### config.mk
export PLATFORM = sky130hd
export DESIGN_NAME = fwd_hazard_unit
export DESIGN_NICKNAME = d
export VERILOG_FILES = /design/src/rtl/fwd_hazard_unit.sv
export SDC_FILE = /design/constraint.sdc
export NUM_CORES = 1
export LEC_CHECK = 0
export CAP_MARGIN = 20
export CORE_MARGIN = 2
export CORE_UTILIZATION = 50
export CTS_CLUSTER_DIAMETER = 150
export DETAILED_ROUTE_END_ITERATION = 10
export GPL_ROUTABILITY_DRIVEN = 0
export PLACE_DENSITY = 0.85
export SYNTH_ARGS = -nofsm -noshare
export SYNTH_HDL_FRONTEND = slang
export SYNTH_SLANG_ARGS = --single-unit
export TNS_END_PERCENT = 5
### constraint.sdc
create_clock -name clk -period 5.95 [get_ports clk]
set_clock_uncertainty 0.05 [all_clocks]
set_input_delay 1.4875 -clock clk [delete_from_list [all_inputs] [get_ports clk]]
set_output_delay 1.4875 -clock clk [all_outputs]
set_load 0.005 [all_outputs]
### src/rtl/fwd_hazard_unit.sv
// -----------------------------------------------------------------------------
// fwd_hazard_unit
//   Load-use stall detection and EX operand bypass selection for an in-order
//   pipeline. A tag pipeline tracks the instruction in EX (stage 1) and DEPTH
//   older stages. The unit never sees data, only register tags.
//
// Parameters
//   RW     register-address width
//   NSRC   source operands per instruction (1..3)
//   DEPTH  forwarding stages after EX (2..4); SW = clog2(DEPTH+1)
//
// Ports
//   clk, rst_n         clock, asynchronous active-low reset
//   id_valid/wr/load   ID instruction present / writes a register / is a load
//   id_rd, id_rs       ID destination and sources (operand i at [i*RW+:RW])
//   ext_hold           freeze the whole tag pipeline (flush ignored)
//   flush              kill the ID-to-EX transfer
//   stall              load-use hazard: hold PC/ID this cycle
//   fwd_sel            per-operand EX bypass select (0 = register file,
//                      k-1 = result from stage k)
//   stall_cnt, fwd_cnt saturating event counters (FWD_STATS_EN builds only)
//
// Build option
//   FWD_STATS_EN       adds stall_cnt / fwd_cnt and their logic
// -----------------------------------------------------------------------------

// Bypass select for one EX operand. Index k of the inputs is stage k+1.
module fwd_operand_sel #(
    parameter int RW    = 5,
    parameter int DEPTH = 2,
    parameter int SW    = 2
) (
    input  logic [RW-1:0]             src,
    input  logic [DEPTH:1]            vld,
    input  logic [DEPTH:1]            wr,
    input  logic [DEPTH:1][RW-1:0]    rd,
    input  logic                      ld2,
    output logic [SW-1:0]             sel
);
    // Walk oldest to youngest so the youngest match wins. A load still in
    // stage 2 has no data yet, so it is skipped and an older match is used.
    always_comb begin
        sel = '0;
        for (int k = DEPTH; k >= 1; k--) begin
            if (vld[k] && wr[k] && (rd[k] != '0) && (rd[k] == src) &&
                !((k == 1) && ld2))
                sel = SW'(k);
        end
    end
endmodule

module fwd_hazard_unit #(
    parameter int RW    = 5,
    parameter int NSRC  = 2,
    parameter int DEPTH = 2,
    localparam int SW   = $clog2(DEPTH+1)
) (
    input  logic                 clk,
    input  logic                 rst_n,
    input  logic                 id_valid,
    input  logic                 id_wr,
    input  logic                 id_load,
    input  logic [RW-1:0]        id_rd,
    input  logic [NSRC*RW-1:0]   id_rs,
    input  logic                 ext_hold,
    input  logic                 flush,
    output logic                 stall,
    output logic [NSRC*SW-1:0]   fwd_sel
`ifdef FWD_STATS_EN
   ,output logic [15:0]          stall_cnt,
    output logic [15:0]          fwd_cnt
`endif
);
    // Tag pipeline, index 0 = EX (stage 1) ... index DEPTH = stage DEPTH+1.
    logic [DEPTH:0]           vld_pipe;
    logic [DEPTH:0]           wr_pipe;
    logic [DEPTH:0][RW-1:0]   rd_pipe;
    // Load flag only matters in EX (stall) and stage 2 (no bypass yet);
    // from stage 3 on a load's data is available like any ALU result.
    logic [1:0]               ld_pipe;
    logic [NSRC-1:0][RW-1:0]  ex_rs;

    logic [NSRC-1:0]          hz;
    logic                     ex_is_load_wr;
    logic                     load_ex;

    genvar gi;
    generate
        for (gi = 0; gi < NSRC; gi++) begin : g_src
            assign hz[gi] = (id_rs[gi*RW +: RW] == rd_pipe[0]);

            fwd_operand_sel #(.RW(RW), .DEPTH(DEPTH), .SW(SW)) u_sel (
                .src (ex_rs[gi]),
                .vld (vld_pipe[DEPTH:1]),
                .wr  (wr_pipe[DEPTH:1]),
                .rd  (rd_pipe[DEPTH:1]),
                .ld2 (ld_pipe[1]),
                .sel (fwd_sel[gi*SW +: SW])
            );
        end
    endgenerate

    assign ex_is_load_wr = vld_pipe[0] & wr_pipe[0] & ld_pipe[0] & (rd_pipe[0] != '0);
    // Flush kills the ID instruction, so a hazard against it is moot.
    assign stall   = id_valid & ex_is_load_wr & (|hz) & ~flush;
    assign load_ex = id_valid & ~stall & ~flush;

    // Bubbles carry all-zero tags, so they can neither match nor be bypassed.
    always_ff @(posedge clk or negedge rst_n) begin
        if (!rst_n) begin
            vld_pipe <= '0;
            wr_pipe  <= '0;
            ld_pipe  <= '0;
            rd_pipe  <= '0;
            ex_rs    <= '0;
        end else if (!ext_hold) begin
            vld_pipe <= {vld_pipe[DEPTH-1:0], load_ex};
            wr_pipe  <= {wr_pipe[DEPTH-1:0], load_ex & id_wr};
            ld_pipe  <= {ld_pipe[0], load_ex & id_load};
            rd_pipe  <= {rd_pipe[DEPTH-1:0], (load_ex ? id_rd : '0)};
            ex_rs    <= load_ex ? id_rs : '0;
        end
    end

`ifdef FWD_STATS_EN
    logic any_fwd;
    assign any_fwd = |fwd_sel;

    always_ff @(posedge clk or negedge rst_n) begin
        if (!rst_n) begin
            stall_cnt <= '0;
            fwd_cnt   <= '0;
        end else begin
            if (stall && !ext_hold && (stall_cnt != 16'hFFFF))
                stall_cnt <= stall_cnt + 16'd1;
            if (vld_pipe[0] && any_fwd && (fwd_cnt != 16'hFFFF))
                fwd_cnt <= fwd_cnt + 16'd1;
        end
    end
`endif

endmodule

Yosys cells after proc, flatten, opt, wreduce, memory -nomap -nowiden
Index checks and enable logic that the tools add are counted.
Widths: inputs -> output; s select.
{"block": "word_totals", "input_bits": 22, "word_cells": 47, "output_inout_bits": 5, "reg_bits": 33}
{"block": "classes", "muxes": 6, "eq_ne": 6, "n_bitwise": 12, "n_reduce_logical": 15}
{"cell": "$eq 5x5->1", "count": 6}
{"cell": "$reduce_bool 5->1", "count": 3}
{"cell": "$and 1x1->1", "count": 10}
{"cell": "$logic_and 1x1->1", "count": 10}
{"cell": "$mux 10", "count": 1}
{"cell": "$mux 2", "count": 4}
{"cell": "$mux 5", "count": 1}
{"cell": "$not 1->1", "count": 2}
{"cell": "$reduce_or 2->1", "count": 1}
{"cell": "$logic_not 1->1", "count": 1}

Longest topological paths before layout
Gate-level depths: netlist of the first run.
{"block": "logic_depth", "ltp_word": 10, "ltp_mapped": 6, "depth_no_buf": 4}

Cells and area by module
A second synthesis of the first run with hierarchy kept.
{"block": "unflattened", "hier_cells": 175, "hier_area_um2": 1895.6}
{"module": "fwd_hazard_unit", "instances": 1, "area_per_inst_um2": 1570.3, "cells_each": 133, "seq_area_each_um2": 825.8}
{"module": "fwd_operand_sel", "instances": 2, "area_per_inst_um2": 162.7, "cells_each": 21, "seq_area_each_um2": 0.0}

Worst setup path before layout of the first run
No wires, ideal clock.
{"block": "synth_timing", "path_kind": "input to output", "startpoint": "in id_rs[4]", "endpoint": "out stall", "stages": 4, "n_path_buf": 0, "arrival_time_ps": 2205, "required_ps": 4413, "setup_slack_ps": 2207, "cell_sequence": "xnor2_1 nand3_1 o22ai_2 nor2b_1"}
{"block": "synth_between", "elab_chain_cells": 4}
{"element": "from (decl)", "line_no": "64", "rtl": "input logic [NSRC*RW-1:0] id_rs,"}
{"element": "$eq 5x5->1", "line_no": "90", "rtl": "assign hz[gi] = (id_rs[gi*RW +: RW] == rd_pipe[0]);"}
{"element": "$reduce_or 2->1", "line_no": "105", "rtl": "assign stall = id_valid & ex_is_load_wr & (|hz) & ~flush;"}
{"element": "$and 1x1->1 (2 in a row)", "line_no": "105"}
{"element": "to (decl)", "line_no": "67", "rtl": "output logic stall,"}
No other way between the ends.

Worst setup path in the final report of the first run
{"block": "layout_timing", "startpoint": "in id_rs[1]", "endpoint": "out stall"}
The elaborated chain is that of the path after synthesis.

==> results.sh, run 1 <==
export IMPL_status="completed"
export IMPL_drc=0
export IMPL_hold_viol_final=0
export IMPL_die_w_um=64.8
export IMPL_fin_cells=241
export IMPL_max_cap_violations=0
export IMPL_timing_fmax_mhz=213
export IMPL_path_class="input pin to primary output"
export IMPL_finalSetupTns_ps=0
export IMPL_start_util=0.513
export IMPL_hpwlAfterDp_mm=2.95
export IMPL_min_period_over_period=0.787
export IMPL_io_pins=27
export IMPL_cts_resized=0
export IMPL_worst_slew_pin_slew_ps=542
export IMPL_synth_avg_cell_area_um2=11.1
export IMPL_place_inst=234
export IMPL_cts_max_path_buffers=2
export IMPL_overflow=0
export IMPL_drt_iter0_drc=77
export IMPL_endpoint_kind="primary output"
export IMPL_cts_tree="built"
export IMPL_dieArea_mm2=0.00420
export IMPL_fin_crit_ps=4680
export IMPL_powerDensity_mw_per_mm2=258
export IMPL_layout_nets=215
export IMPL_yosysSeqAreaShare=0.447
export IMPL_cts_clk_slew_worst_paths_ps=60
export IMPL_grt_pass1_wl_mm=6.61
export IMPL_io_buffers=26
export IMPL_h_tree_depth=2
export IMPL_area_growth_synth_to_final_pct=20.7
export IMPL_ir_drop_mv=0.151
export IMPL_synthCells=166
export IMPL_cts_sinks=33
export IMPL_worst_ep_arrival_time_ps=3150
export IMPL_max_slew_margin=0.637
export IMPL_vias_per_cell=5.78
export IMPL_path_max_fanout=3
export IMPL_grt_max_degree=37
export IMPL_postCtsSetupRepairBufs=0
export IMPL_numCtsBuffers=5
export IMPL_rsz0062_at_grt="false"
export IMPL_via_count=1394
export IMPL_synth_cell_type_count=24
export IMPL_setup_viol=0
export IMPL_hold_buffers=0
export IMPL_grt_util_all_layers=0.214
export IMPL_wl_per_cell_um=16.8
export IMPL_r2r_setup_slack_ps=3950
export IMPL_grt_pass1_vias=1353
export IMPL_ys_warn_count=0
export IMPL_first_pass_iters=4
export IMPL_syn_area_mm2=0.00185
export IMPL_antenna_cells=0
export IMPL_core_area_mm2=0.00361
export IMPL_ys_ff_latch=33
export IMPL_slew_violations=0
export IMPL_ant_nets=0
export IMPL_syn_nets=188
export IMPL_layout_drive_gt1_share=0.130
export IMPL_rows=22
export IMPL_hp_class="flop to flop"
export IMPL_root_buffer="clkbuf_8"
export IMPL_die_h_um=64.8
export IMPL_power_leakage_uw=0.000921
export IMPL_antenna_found_initial=0
export IMPL_wirelength_mm=4.06
export IMPL_clkLatencyLatePin_ps=290
export IMPL_startpoint_type="input pin"
export IMPL_fin_util=0.619
export IMPL_timing_critical_path_required_ps=4410
-- path summary, 6_finish.rpt --
| path | start | end | cells after the start |
|---|---|---|---|
| worst min register to register | vld_pipe[2] | vld_pipe[2] | 1 |
| worst min-delay path | vld_pipe[2] | vld_pipe[2] | 1 |
| worst max register to register | rd_pipe[0] | ex_rs[4] | 4 |
| min in group asynchronous | rst_n | rd_pipe[14] | 2 |
| worst max-delay path | id_rs[1] | stall | 6 |
| max in group asynchronous | rst_n | rd_pipe[3] | 2 |
-- layer usage --
layer	vias to the layer above	wire length, µm	track usage
met3	8	170	0.0573
met4	0	97	0.106
met5	-	0	0
li1	662	-	-
met2	34	2040	0.343
met1	690	1750	0.266
-- placed cells by master, fill, tap and decap left out, drive strengths merged --
master and n:
nor4 4, o22ai 1, or4 5, nor2b 3, o2111ai 1, nand2 19
o211ai 2, dfrtp 33, xnor2 16, xor2 14, a32oi 17, mux2 15
and3 1, buf 4, o21ai 18, clkdlybuf4s50 26, inv 2, a22oi 1
clkbuf 7, nand3 4
-- cells by family (layout without fill, tap and decap cells) --
| logic type | after synthesis | after routing | synth area share |
|---|---|---|---|
| AOI/OAI and AO/OA | 40 | 40 | 0.180 |
| xor gates and xnor gates | 30 | 30 | 0.142 |
| buffers and inverters | 12 | 39 | 0.0345 |
| DFF | 33 | 33 | 0.447 |
| muxes | 15 | 15 | 0.0913 |
| and+or+nand+nor | 36 | 36 | 0.106 |
-- Yosys cell counts --
| library cell | number | area (µm²) |
|---|---|---|
| inv_1 | 2 | 7.51 |
| o22ai_2 | 1 | 12.5 |
| or4_1 | 4 | 30.0 |
| a32oi_1 | 17 | 149 |
| clkbuf_1 | 3 | 11.3 |
| mux2_1 | 15 | 169 |
| xor2_1 | 14 | 123 |
| nand2_1 | 19 | 71.3 |
| or4_4 | 1 | 11.3 |
| and3_1 | 1 | 6.26 |
| buf_2 | 6 | 30.0 |
| nor2b_1 | 3 | 18.8 |
| o211ai_1 | 1 | 7.51 |
| o2111ai_2 | 1 | 15.0 |
| nor4_2 | 2 | 25.0 |
| o211ai_4 | 1 | 21.3 |
| dfrtp_1 | 33 | 826 |
| a22oi_1 | 1 | 7.51 |
| xnor2_1 | 16 | 140 |
| nor4_1 | 2 | 12.5 |
| buf_8 | 1 | 15.0 |
| o21ai_1 | 10 | 50.1 |
| nand3_1 | 4 | 20.0 |
| o21ai_2 | 8 | 70.1 |
-- where the power goes --
part           total [µW]  internal (µW)  leakage, µW  switching, µW
logic                 116           63.2     0.000447           52.5
registers             289            252     0.000430           37.4
clock network         170           91.7    0.0000443           78.2
-- worst max-delay path: stages --
cell             delay, ps
clkdlybuf4s50_1        530
xnor2_1                150
nand3_1                110
o22ai_2                190
nor2b_1                170
clkdlybuf4s50_1        510
-- through the flow --
step	setup WS (ps)	hold slack [ps]	cell area [µm²]	total power, µW
6_report	1270	445	2230	575
5_1_grt	1150	474	2230	601
4_1_cts	1240	450	2230	581
3_5_place_dp	1250	436	2150	410
3_3_place_gp	1270	430	2150	402
2_1_floorplan	2210	414	1850	362
-- sequential cells by signal, summed over array words and instances (netlist names) --
signal,cells
ex_rs,10
ld_pipe,2
rd_pipe,15
vld_pipe,3
wr_pipe,3
-- area by class of cell --
| cell class | count | area, µm² |
|---|---|---|
| Clock buffer | 7 | 86.3 |
| Timing Repair Buffer | 30 | 290 |
| Fill cell | 319 | 1370 |
| Tap cell | 48 | 60.1 |
| Inverter | 2 | 7.51 |
| Multi-Input combinational cell | 121 | 962 |
| Sequential cell | 33 | 826 |
No activity file was read; power rests on OpenSTA's default activity.
==> run 2: changes to the inputs <==
Clock period 5.95 ns to 4.7 ns, I/O delays scaled along.
==> results.sh, run 2 (synthesis results as in run 1) <==
export IMPL_drc=0
export IMPL_mostFrequentLayoutCell="dfrtp_1"
export IMPL_postCtsSetupRepairBufs=0
export IMPL_status="completed"
export IMPL_numCtsBuffers=5
export IMPL_endpoint_kind="primary output"
export IMPL_whs_path_depth=1
export IMPL_io_buffers=26
export IMPL_cts_sinks=33
export IMPL_clkLatencyLatePin_ps=290
export IMPL_wl_per_cell_um=16.5
export IMPL_antenna_found_initial=0
export IMPL_worstReg2RegEnd="ex_rs[2]"
export IMPL_die_h_um=64.8
export IMPL_cts_tree="built"
export IMPL_grt_pass1_vias=1437
export IMPL_antenna_cells=0
export IMPL_cts_resized=0
export IMPL_finalSetupTns_ps=0
export IMPL_die_w_um=64.8
export IMPL_critical_path_slowest_cell="clkdlybuf4s50_1"
export IMPL_max_slew_margin=0.633
export IMPL_area_growth_synth_to_final_pct=21.7
export IMPL_startpoint_type="input pin"
export IMPL_overflow=0
export IMPL_hold_viol_final=0
export IMPL_regMostFlops="rd_pipe"
export IMPL_timing_critical_path_required_ps=3470
export IMPL_r2r_cells=4
export IMPL_layout_nets=217
export IMPL_grt_pass1_wl_mm=7.09
export IMPL_r2r_setup_slack_ps=2730
export IMPL_via_count=1417
export IMPL_rows=22
export IMPL_slowest_delay_ps=510
export IMPL_wirelength_mm=4.04
export IMPL_grt_max_degree=35
export IMPL_timing_fmax_mhz=246
export IMPL_max_cap_violations=0
export IMPL_path_class="input pin to primary output"
export IMPL_drt_iter0_drc=81
export IMPL_dieArea_mm2=0.00420
export IMPL_r2r_start="rd_pipe[0]"
export IMPL_largest_reg_flops=15
export IMPL_setup_viol=0
export IMPL_path_cells="clkdlybuf4s50_1, nor2b_1, o211ai_4, nor2b_1, clkdlybuf4s50_1"
export IMPL_ir_drop_mv=0.213
export IMPL_regArea_um2=826
export IMPL_cts_max_path_buffers=2
export IMPL_reg_top3="rd_pipe: 15 flops, ex_rs: 10 flops"
export IMPL_hold_buffers=0
export IMPL_h_tree_depth=2
export IMPL_layout_drive_gt1_share=0.143
export IMPL_powerDensity_mw_per_mm2=320
export IMPL_rsz0062_at_grt="false"
export IMPL_power_leakage_uw=0.000934
export IMPL_ant_nets=0
export IMPL_fin_crit_ps=4070
export IMPL_power_uw=720
export IMPL_worst_slew_pin_slew_ps=547
export IMPL_cts_clk_slew_worst_paths_ps=70
export IMPL_hp_class="flop to flop"
export IMPL_hp_start="wr_pipe[2]"
export IMPL_layout_common_cells="dfrtp_1, clkdlybuf4s50_1, nand2_1"
export IMPL_start_util=0.513
export IMPL_core_area_mm2=0.00361
export IMPL_min_period_over_period=0.866
export IMPL_fillers=310
export IMPL_min_to="wr_pipe[2]"
export IMPL_worst_ep_arrival_time_ps=2840
export IMPL_grt_util_all_layers=0.222
export IMPL_slew_violations=0
export IMPL_io_pins=27
export IMPL_hpwlAfterDp_mm=2.87
export IMPL_first_pass_iters=4
export IMPL_vias_per_cell=5.81
export IMPL_root_buffer="clkbuf_8"
export IMPL_path_max_fanout=19
export IMPL_multi_input_area_um2=962
run 2: changes by cell type in the layout (fill, tap and decap cells not counted):
cell / before / now
buf_4: 4 / 5
buf_8: 0 / 1
clkinv_2: 0 / 2
clkbuf_8: 6 / 5
run 2: final cells by class:
| type | count | share of cell area |
|---|---|---|
| Clock buffer | 6 | 0.0322 |
| Clock inverter | 2 | 0.00445 |
| Sequential cell | 33 | 0.367 |
| Inverter | 2 | 0.00334 |
| Timing Repair Buffer | 32 | 0.139 |
| Tap cell | 48 | 0.0267 |
| Multi-Input combinational cell | 121 | 0.427 |
run 2: critical path, delay by kind of cell:
family                 cells  cell delay (ps)
buffers and inverters      2              960
AOI/OAI and AO/OA          1              250
and+or+nand+nor            2              440
run 2: layer usage:
metal,vias to the layer above,track usage,share of wire
met5,-,0,0
met4,0,0.0798,0.016
met3,7,0.0521,0.050
met2,46,0.357,0.52
met1,696,0.294,0.41
li1,668,-,-
run 2: through the flow:
stage / setup slack [ps] / instances / area [µm²] / hold slack (ps) / util
CTS: 628 / 243 / 2240 / 452 / 0.620
global placement: 654 / 235 / 2150 / 429 / 0.597
detailed placement: 635 / 235 / 2150 / 437 / 0.597
floorplan: 1580 / 166 / 1850 / 414 / -
finish: 631 / 244 / 2250 / 450 / 0.624
global route: 532 / 244 / 2250 / 475 / 0.624
run 2: where the power goes:
part	switching [µW]	internal, µW	total [µW]
logic	67.7	81.3	149
registers	46.1	319	365
clock network	103	102	206
total	217	503	720
run 2: worst max path at each step:
stage / slack (ps) / end / startpoint / depth (start not counted)
finish: 630 / stall / id_valid / 5
global route: 530 / stall / id_valid / 5
CTS: 630 / stall / id_valid / 5
detailed placement: 640 / stall / id_valid / 5
global placement: 650 / stall / id_rs[1] / 6
floorplan: 1580 / stall / id_rs[4] / 4
==> run 3: changes to the inputs <==
Settings changed: CORE_UTILIZATION 50 to 48, PLACE_DENSITY 0.85 to 0.83.
==> results.sh, run 3 (synthesis results as in run 1) <==
export IMPL_slowest_delay_ps=520
export IMPL_drt_iter0_drc=53
export IMPL_timing_critical_path_required_ps=3470
export IMPL_status="completed"
export IMPL_r2r_start="rd_pipe[0]"
export IMPL_fin_crit_ps=4070
export IMPL_whs_path_depth=1
export IMPL_power_leakage_uw=0.000933
export IMPL_drc=0
export IMPL_path_max_fanout=19
export IMPL_met1_length_mm=1.68
export IMPL_io_pins=27
export IMPL_setup_viol=0
export IMPL_power_switching_uw=212
export IMPL_critical_path_slowest_cell="clkdlybuf4s50_1"
export IMPL_pre_cts_ws_ps=640
export IMPL_h_tree_depth=2
export IMPL_cts_resized=0
export IMPL_grt_pass1_wl_mm=6.62
export IMPL_largest_reg_flops=15
export IMPL_hp_start="ld_pipe[1]"
export IMPL_die_h_um=66.1
export IMPL_path_class="input pin to primary output"
export IMPL_cts_max_path_buffers=2
export IMPL_endpoint_kind="primary output"
export IMPL_seqPwrFrac=0.502
export IMPL_slew_violations=0
export IMPL_r2r_cells=4
export IMPL_via_count=1433
export IMPL_overflow=0
export IMPL_dr_wl_met2_mm=2.01
export IMPL_max_cap_violations=0
export IMPL_hp_class="flop to flop"
export IMPL_postCtsSetupRepairBufs=0
export IMPL_start_util=0.501
export IMPL_antenna_found_initial=0
export IMPL_cts_clk_slew_worst_paths_ps=60
export IMPL_fin_util=0.611
export IMPL_antenna_cells=0
export IMPL_layout_common_cells="dfrtp_1, clkdlybuf4s50_1, nand2_1"
export IMPL_wirelength_mm=4.03
export IMPL_startpoint_type="input pin"
export IMPL_clkLatencyLatePin_ps=280
export IMPL_worst_ep_arrival_time_ps=2850
export IMPL_min_to="ld_pipe[1]"
export IMPL_worstReg2RegEnd="ex_rs[5]"
export IMPL_cts_tree="built"
export IMPL_swShare=0.291
export IMPL_rsz0062_at_grt="false"
export IMPL_power_uw=728
export IMPL_p_int_uw=516
export IMPL_layout_nets=217
export IMPL_vias_per_cell=5.90
export IMPL_path_cells="clkdlybuf4s50_1, nor2b_1, o211ai_4, nor2b_1, clkdlybuf4s50_1"
export IMPL_layout_drive_gt1_share=0.138
export IMPL_fillers=307
export IMPL_wl_met3_um=226
export IMPL_reg_top3="rd_pipe: 15 flops, ex_rs: 10 flops"
export IMPL_hold_viol_final=0
export IMPL_rows=22
export IMPL_clkPwrFrac=0.290
export IMPL_dieArea_mm2=0.00437
export IMPL_cp_buffers_inverters=2
export IMPL_numCtsBuffers=5
export IMPL_ir_drop_mv=0.256
export IMPL_share_comb_of_total_power=0.208
export IMPL_ant_nets=0
export IMPL_timing_fmax_mhz=245
export IMPL_die_w_um=66.1
export IMPL_grt_pass1_vias=1385
export IMPL_finalSetupTns_ps=0
export IMPL_hold_buffers=0
export IMPL_r2r_setup_slack_ps=2760
export IMPL_grt_max_degree=35
export IMPL_min_period_over_period=0.867
export IMPL_powerDensity_mw_per_mm2=323
export IMPL_fin_cells=243
export IMPL_core_area_mm2=0.00369
export IMPL_wl_per_cell_um=16.6
export IMPL_worst_slew_pin_slew_ps=539
export IMPL_max_slew_margin=0.639
export IMPL_route_top_layer_used="met4"
export IMPL_fin_ws_ps=625
export IMPL_cts_sinks=33
export IMPL_cp_top_family="buffers and inverters"
export IMPL_first_pass_iters=4
export IMPL_io_buffers=26
export IMPL_regMostFlops="rd_pipe"
export IMPL_grt_util_all_layers=0.205
export IMPL_hpwlAfterDp_mm=2.92
export IMPL_root_buffer="clkbuf_8"
export IMPL_place_inst=235
export IMPL_area_growth_synth_to_final_pct=21.9
export IMPL_mostFrequentLayoutCell="dfrtp_1"
==> run 3: changes by cell type in the layout (fill, tap and decap cells not counted) <==
| cell | before | now |
|---|---|---|
| clkinv_2 | 2 | 0 |
| clkbuf_8 | 5 | 6 |
==> run 3: worst register-to-register path: stages, from the launching register on <==
cell and delay, ps:
dfrtp_1 460, or4_4 590, o211ai_4 470, a32oi_1 200, o21ai_1 110
==> run 3: worst max path at each step <==
| stage | to | slack [ps] | startpoint | cells past startpoint |
|---|---|---|---|---|
| after floorplan | stall | 1580 | id_rs[4] | 4 |
| after global placement | stall | 630 | id_rs[1] | 6 |
| after detailed placement | stall | 640 | id_valid | 5 |
| after CTS | stall | 610 | id_valid | 5 |
| after global routing | stall | 480 | id_valid | 5 |
| final | stall | 630 | id_valid | 5 |
==> run 3: cell type report <==
type	instances	area, µm²	share of cell area
repair buffers	32	313	0.139
clock buffers	7	86.3	0.0383
flip-flops and latches	33	826	0.366
multi-input cells	121	962	0.427
well taps	48	60.1	0.0266
inverters	2	7.51	0.00333
==> run 3: per-layer routing <==
metal / global-route usage / vias up
met5: 0 / -
met4: 0.0893 / 0
li1: - / 674
met1: 0.246 / 707
met3: 0.0528 / 8
met2: 0.347 / 44
==> run 3: stage by stage <==
step | hold slack, ps | area, µm²
6_report | 453 | 2250
3_5_place_dp | 445 | 2150
3_3_place_gp | 430 | 2150
2_1_floorplan | 414 | 1850
4_1_cts | 459 | 2240
5_1_grt | 472 | 2250
==> run 3: power by group through the flow <==
stage / clock network [µW] / registers, µW / logic (µW)
2_1_floorplan: 0 / 356 / 102
3_3_place_gp: 0 / 367 / 142
3_5_place_dp: 0 / 371 / 151
4_1_cts: 216 / 366 / 151
5_1_grt: 229 / 370 / 165
6_report: 211 / 366 / 152
